--- src/rtl/mem_arbiter.sv ---
// Two-port arbiter sharing one memory/IO bus between instruction fetch (port 0)
// and data load/store (port 1); one transaction at a time, acked with a single pulse.
module mem_arbiter #(
  parameter int FIXED_PRIO = 0,
  parameter int ADDR_W     = 32
) (
  input  logic              clk,
  input  logic              rstn,
  input  logic              p0_req,
  input  logic [ADDR_W-1:0] p0_addr,
  input  logic [31:0]       p0_din,
  input  logic [3:0]        p0_we,
  input  logic              p0_load,
  output logic              p0_ack,
  output logic [31:0]       p0_dout,
  input  logic              p1_req,
  input  logic [ADDR_W-1:0] p1_addr,
  input  logic [31:0]       p1_din,
  input  logic [3:0]        p1_we,
  input  logic              p1_load,
  output logic              p1_ack,
  output logic [31:0]       p1_dout,
  output logic [ADDR_W-1:0] m_addr,
  output logic [31:0]       m_din,
  output logic [3:0]        m_write_enable,
  output logic              m_load,
  input  logic [31:0]       m_dout,
  input  logic              m_done,
  output logic [1:0]        grant,
  output logic              busy
);

  typedef enum logic [1:0] {S_IDLE, S_ISSUE, S_WAIT, S_DONE} state_t;

  localparam logic RR = (FIXED_PRIO == 0);

  state_t            r_state;
  logic              r_last;
  logic              r_win;
  logic [ADDR_W-1:0] r_m_addr;
  logic [31:0]       r_m_din;
  logic [3:0]        r_m_we;
  logic              r_m_load;
  logic [1:0]        r_grant;
  logic              r_busy;
  logic              r_p0_ack;
  logic              r_p1_ack;
  logic [31:0]       r_p0_dout;
  logic [31:0]       r_p1_dout;

  logic w_any;
  logic w_pick1;

  // Port 1 wins when alone, or on a tie under round-robin if port 0 was served last.
  assign w_any   = p0_req | p1_req;
  assign w_pick1 = p1_req & (~p0_req | (RR & ~r_last));

  always_ff @(posedge clk or negedge rstn) begin
    if (!rstn) begin
      r_state   <= S_IDLE;
      r_last    <= 1'b1;
      r_win     <= 1'b0;
      r_m_addr  <= '0;
      r_m_din   <= '0;
      r_m_we    <= '0;
      r_m_load  <= 1'b0;
      r_grant   <= '0;
      r_busy    <= 1'b0;
      r_p0_ack  <= 1'b0;
      r_p1_ack  <= 1'b0;
      r_p0_dout <= '0;
      r_p1_dout <= '0;
    end else begin
      r_p0_ack <= 1'b0;
      r_p1_ack <= 1'b0;
      case (r_state)
        S_IDLE: begin
          if (w_any) begin
            r_win    <= w_pick1;
            r_m_addr <= w_pick1 ? p1_addr : p0_addr;
            r_m_din  <= w_pick1 ? p1_din  : p0_din;
            r_m_we   <= w_pick1 ? p1_we   : p0_we;
            r_m_load <= w_pick1 ? p1_load : p0_load;
            r_grant  <= w_pick1 ? 2'b10 : 2'b01;
            r_busy   <= 1'b1;
            r_state  <= S_ISSUE;
          end
        end
        // A done level left over from the previous access is not trusted here.
        S_ISSUE: r_state <= S_WAIT;
        S_WAIT: begin
          if (m_done) begin
            if (r_win) begin
              r_p1_dout <= m_dout;
              r_p1_ack  <= 1'b1;
            end else begin
              r_p0_dout <= m_dout;
              r_p0_ack  <= 1'b1;
            end
            r_last   <= r_win;
            r_m_we   <= '0;
            r_m_load <= 1'b0;
            r_state  <= S_DONE;
          end
        end
        S_DONE: begin
          r_m_addr <= '0;
          r_m_din  <= '0;
          r_grant  <= '0;
          r_busy   <= 1'b0;
          r_state  <= S_IDLE;
        end
        default: r_state <= S_IDLE;
      endcase
    end
  end

  assign m_addr         = r_m_addr;
  assign m_din          = r_m_din;
  assign m_write_enable = r_m_we;
  assign m_load         = r_m_load;
  assign grant          = r_grant;
  assign busy           = r_busy;
  assign p0_ack         = r_p0_ack;
  assign p1_ack         = r_p1_ack;
  assign p0_dout        = r_p0_dout;
  assign p1_dout        = r_p1_dout;

endmodule

--- config.mk ---
export PLATFORM = sky130hd
export DESIGN_NAME = mem_arbiter
export DESIGN_NICKNAME = d
export VERILOG_FILES = /design/src/rtl/mem_arbiter.sv
export SDC_FILE = /design/constraint.sdc
export NUM_CORES = 1
export LEC_CHECK = 0
export CORE_ASPECT_RATIO = 0.75
export CORE_UTILIZATION = 40
export CTS_CLUSTER_DIAMETER = 80
export DETAILED_ROUTE_END_ITERATION = 6
export GPL_TIMING_DRIVEN = 0
export PLACE_DENSITY = 0.79
export SLEW_MARGIN = 10
export SYNTH_ARGS = -nofsm -noshare
export SYNTH_HDL_FRONTEND = slang
export SYNTH_SLANG_ARGS = --single-unit
--- constraint.sdc ---
create_clock -name clk -period 2.2 [get_ports clk]
set_input_delay 0.44 -clock clk [delete_from_list [all_inputs] [get_ports clk]]
set_output_delay 0.44 -clock clk [all_outputs]
set_load 0.01 [all_outputs]
Word-level counts from Yosys, hierarchy flattened --
Index checks and enable logic that the tools add are counted.
Cells by class: eq/ne operators 5, muxes and demuxes 28, bitwise gates (word level) 6, reduce and logical (&&, ||, !) cells 10
Operator list (count):
- $mux 32 | 4
- $pmux 32 s2 | 2
- $mux 4 | 3
- $mux 1 | 10
- $reduce_and 3->1 | 3
- $mux 2 | 4
- $pmux 2 s4 | 1
- $pmux 4 s2 | 1
- $reduce_and 2->1 | 4
- $eq 2x2->1 const B | 2
- $ne 2x2->1 const B | 2
- $pmux 1 s2 | 2
- $pmux 2 s2 | 1
- $reduce_bool 2->1 | 2
- $not 1->1 | 3
- $eq 2x1->1 const B | 1
- $logic_not 2->1 | 1
- $or 1x1->1 | 2
- $and 1x1->1 | 1
Storage, ports and cells: flip-flop bits (word level) 142, bits of input ports 175, output and inout bits 138, logic and storage cells 62

Logic depth before layout (Yosys ltp) --
depth in word-level cells 6, depth in mapped cells 7, mapped depth without buffers 5

Least setup slack after synthesis --
Ideal clock, no wire load.
kind register to register, start register r_state[0], end register r_m_din[10], in the netlist m_din[10], library setup time 66 ps, arrival 1691 ps, data required time 2134 ps, path slack 443 ps, cell stages (with the launch flop) 8, path buffers 2, clock period less this slack 1757 ps, cells stage by stage dfrtp_1 -> inv_1 -> ha_1 -> or3b_1 -> o21ai_2 -> buf_6 -> buf_6 -> a221o_1
Between the ends: cells in the longest elaborated chain, start to end 3, elaborated cells between the ends (all ways) 6, classes of those cells eq/ne: 2; mux: 1; reduce/logical: 3
Ends and longest elaborated chain:
- from (decl) | line 37 | state_t r_state;
- from (signal assigned) | line 60 | r_state <= S_IDLE;
- from (signal assigned) | line 86 | r_state <= S_ISSUE;
- from (signal assigned) | line 90 | S_ISSUE: r_state <= S_WAIT;
- $eq 2x2->1 / $logic_not 2->1 (equally long branches) | line 76 | case (r_state)
- $reduce_bool 2->1 (no line) / $ne 2x2->1 (equally long branches)
- $reduce_and 2->1 (no line)
- to (signal assigned) | line 81 | r_m_din <= w_pick1 ? p1_din : p0_din;
- to (decl) | line 41 | logic [31:0] r_m_din;
Parallel ways exist; a longest one is shown, timed or not. A chain may end at the register's enable or synchronous reset.

Worst setup path after layout --
start register r_state[0], end register r_p1_dout[20], in the netlist p1_dout[20]
Between the ends: cells in the longest elaborated chain, start to end 2
Ends and longest elaborated chain:
- $eq 2x2->1 | line 76
- $reduce_and 3->1 (no line)
- to (signal assigned) | line 94 | r_p1_dout <= m_dout;
- to (decl) | line 49 | logic [31:0] r_p1_dout;
Every way passes these cells.

==> impl_metrics.tcl <==
set metrics [dict create \
    outcome "completed" \
    setup_viol 0 \
    cp_top_family "buffers and inverters" \
    post-place-cells 993 \
    yosysTopAreaCell "dfrtp_1" \
    vias 5280 \
    min_period_ns 2.03 \
    grt_max_degree 90 \
    grt_pass1_vias 5544 \
    avgSynthCellArea_um2 12.5 \
    dp_worst_setup_slack_ns -0.209 \
    gr-total-overflow 0 \
    path_buf_inv 2 \
    final_nets 993 \
    syn_area_um2 6020 \
    final_max_slew_viol_count 0 \
    grt_pass1_wl_mm 29.6 \
    area_growth_pct 67.9 \
    hold_path_end "grant[0]" \
    antenna_found_initial 0 \
    critPathLaunchType "flop" \
    path_class "reg2reg" \
    n_antenna_cell 0 \
    multi_input_area_um2 2020 \
    num_rows 38 \
    leakage_nw 4.49 \
    post-cts-setup-buffers 0 \
    r2r_setup_slack_ns 0.17 \
    place.gp.congestion 0.830 \
    ir_drop_uv 768 \
    seqCellArea_um2 3550 \
    layout-drive-gt1-share 0.153 \
    via_per_inst 5.15 \
    path_cells "inv_1 > ha_1 > nand3_1 > clkbuf_1 > mux2_2" \
    hold_viol 0 \
    portBuffers 312 \
    antenna_left 0 \
    grtUsageTotal 0.255 \
    drv_cap 0 \
    wl_per_cell_um 18.6 \
    tightest_slew_ns 0.613 \
    hold_start "grant[0]" \
    synth_top_cells_by_area "dfrtp_1 (59%), mux2_2 (12%), a221o_1 (11%)" \
    cts_buffers 17 \
    insertion_delay_ns 0.42 \
    clkTransAtPathRegs_ns 0.06 \
    fmax_ghz 0.492 \
    required_ns 2.51 \
    cts_num_sinks 142 \
    core_um2 14600 \
    instances_no_fill 1026 \
    whs_path_depth 1 \
    syn_inst 480 \
    cp_max_fo 10 \
    r2r-end "p1_dout[20]" \
    cts_tree "done" \
    worstReg2RegStart "r_state[0]" \
    relSlewSlack 0.591 \
    seq_area_frac_synth 0.591 \
    ys.warnings.count 0 \
    die_y_um 108 \
    setup_slack_ns 0.169 \
    fill_cells 1057 \
    clockBufferDepth 2 \
    critPathMaxStageDelay_ns 0.52 \
    fin_skew_ns 0.00928 \
    die_w_um 144 \
    yosys.area.top_type_share 0.586 \
    drtIter0Drc 220 \
    rsz0062_at_grt "no" \
    firstDrtPassIters 4 \
    power.density_nw_per_um2 1420 \
    cts_max_level 4 \
    drc 0 \
    period_share 0.923 \
    ioPinCount 313 \
    crit_slowest_cell "clkbuf_1" \
    syn_nets 660 \
    p_total_w 0.0144 \
    ys_ff_latch 142 \
    rr_worst_depth 5 \
    start_util 0.412 \
    end_kind "flop" \
    cts_root_buf "clkbuf_16" \
    totalWireLength_mm 19.1 \
    place_hpwl_mm 14.3 \
    synth.distinct_cells 30 \
    worstPathArrival_ns 2.34 \
    die-area_um2 15500 \
    hp-class "reg2reg" \
]
==> logic make-up after synthesis <==
logic type / share of synthesized area
and+or+nand+nor: 0.0661
muxes: 0.132
AOI/OAI and AO/OA: 0.126
buffers and inverters: 0.0744
adders and majority gates: 0.0104
DFF: 0.591
==> state kept, by name, summed over array words and instances (netlist names), 2 cells and up <==
name / count
m_addr: 32
m_din: 32
p0_dout: 32
p1_dout: 32
m_write_enable: 4
grant: 2
r_state: 2
==> report_power, final <==
group / internal, W / total (W) / switching [W]
Clock: 0.00203 / 0.00320 / 0.00117
Combinational: 0.00379 / 0.00658 / 0.00279
Sequential: 0.00389 / 0.00460 / 0.000714
==> placed cells by master (no fill, tap or decap), types with 2 or more instances in the layout <==
cell / instances
clkdlybuf4s50_1: 311
dfrtp_1: 141
inv_1: 70
mux2_2: 66
nor3_1: 64
a221o_1: 64
clkbuf_16: 17
clkbuf_1: 13
buf_2: 12
buf_6: 6
o2bb2ai_1: 6
mux2i_1: 5
bufinv_16: 5
ha_1: 4
inv_6: 4
clkbuf_2: 3
nand2_1: 3
o21ai_0: 3
clkinvlp_4: 3
nand2b_1: 2
clkbuf_4: 2
a21oi_1: 2
==> cell usage after synthesis <==
library cell / n
buf_2: 13
o21ai_0: 3
inv_1: 70
a21oi_1: 2
clkbuf_1: 14
and2_1: 1
nand3b_1: 1
a21o_1: 1
o21ai_2: 1
nand4b_1: 1
mux2_2: 66
o2bb2ai_1: 6
a221o_1: 64
nor2b_1: 1
nor3b_1: 1
or3b_1: 1
dfrtp_1: 141
buf_1: 3
nor3_1: 64
a21bo_2: 1
nand2_1: 3
nor2_1: 1
o311ai_0: 1
nand2b_1: 2
ha_1: 5
o211ai_1: 1
buf_6: 5
nand3_1: 1
dfstp_2: 1
mux2i_1: 5
==> timing repair <==
action                                  in CTS  in global routing
resized for setup                            1                  7
endpoints found under the setup margin       4                 59
hold endpoints to repair                    48                  0
hold buffers                                 1                  0
==> stage by stage <==
stage | setup TNS (ns) | hold slack [ns] | utilization | instance area, um^2
2_1_floorplan | 0 | 0.144 | - | 6020
3_3_place_gp | -683.10 | 0.463 | 0.643 | 9390
3_5_place_dp | -7.81 | 0.431 | 0.645 | 9420
4_1_cts | 0 | 0.495 | 0.691 | 10100
5_1_grt | 0 | 0.516 | 0.692 | 10100
6_report | 0 | 0.483 | 0.692 | 10100
==> worst reg2reg max path: stages, from the launching register on <==
cell      delay, ns
dfrtp_1        0.37
inv_1          0.10
ha_1           0.27
nand3_1        0.25
clkbuf_1       0.52
mux2_2         0.41
==> layout make-up <==
class	instances	area share
flip-flops and latches	142	0.352
repair buffers	314	0.313
multi-input cells	233	0.200
clock buffers	17	0.0421
inverters	70	0.0260
well taps	200	0.0248
clock inverters	15	0.0230
plain buffers	35	0.0193
==> routing by layer <==
layer	routed length (um)	vias up	track usage
li1	-	2411	-
met1	7640	2570	0.298
met2	9280	252	0.430
met3	1600	47	0.0815
met4	588	0	0.113
met5	0	-	0
==> worst max-delay path by stage <==
stage               startpoint           to  slack (ns)  depth (start not counted)
floorplan           r_state[0]    m_din[10]        0.44                          7
global placement          rstn     grant[0]       -4.81                          1
detailed placement      p0_req   m_addr[28]       -0.21                          6
CTS                 r_state[1]    m_din[13]        0.03                          7
global route        r_state[0]  p0_dout[22]       0.004                          5
finish              r_state[0]  p1_dout[20]        0.17                          5
No activity file was read; power rests on OpenSTA's default activity.
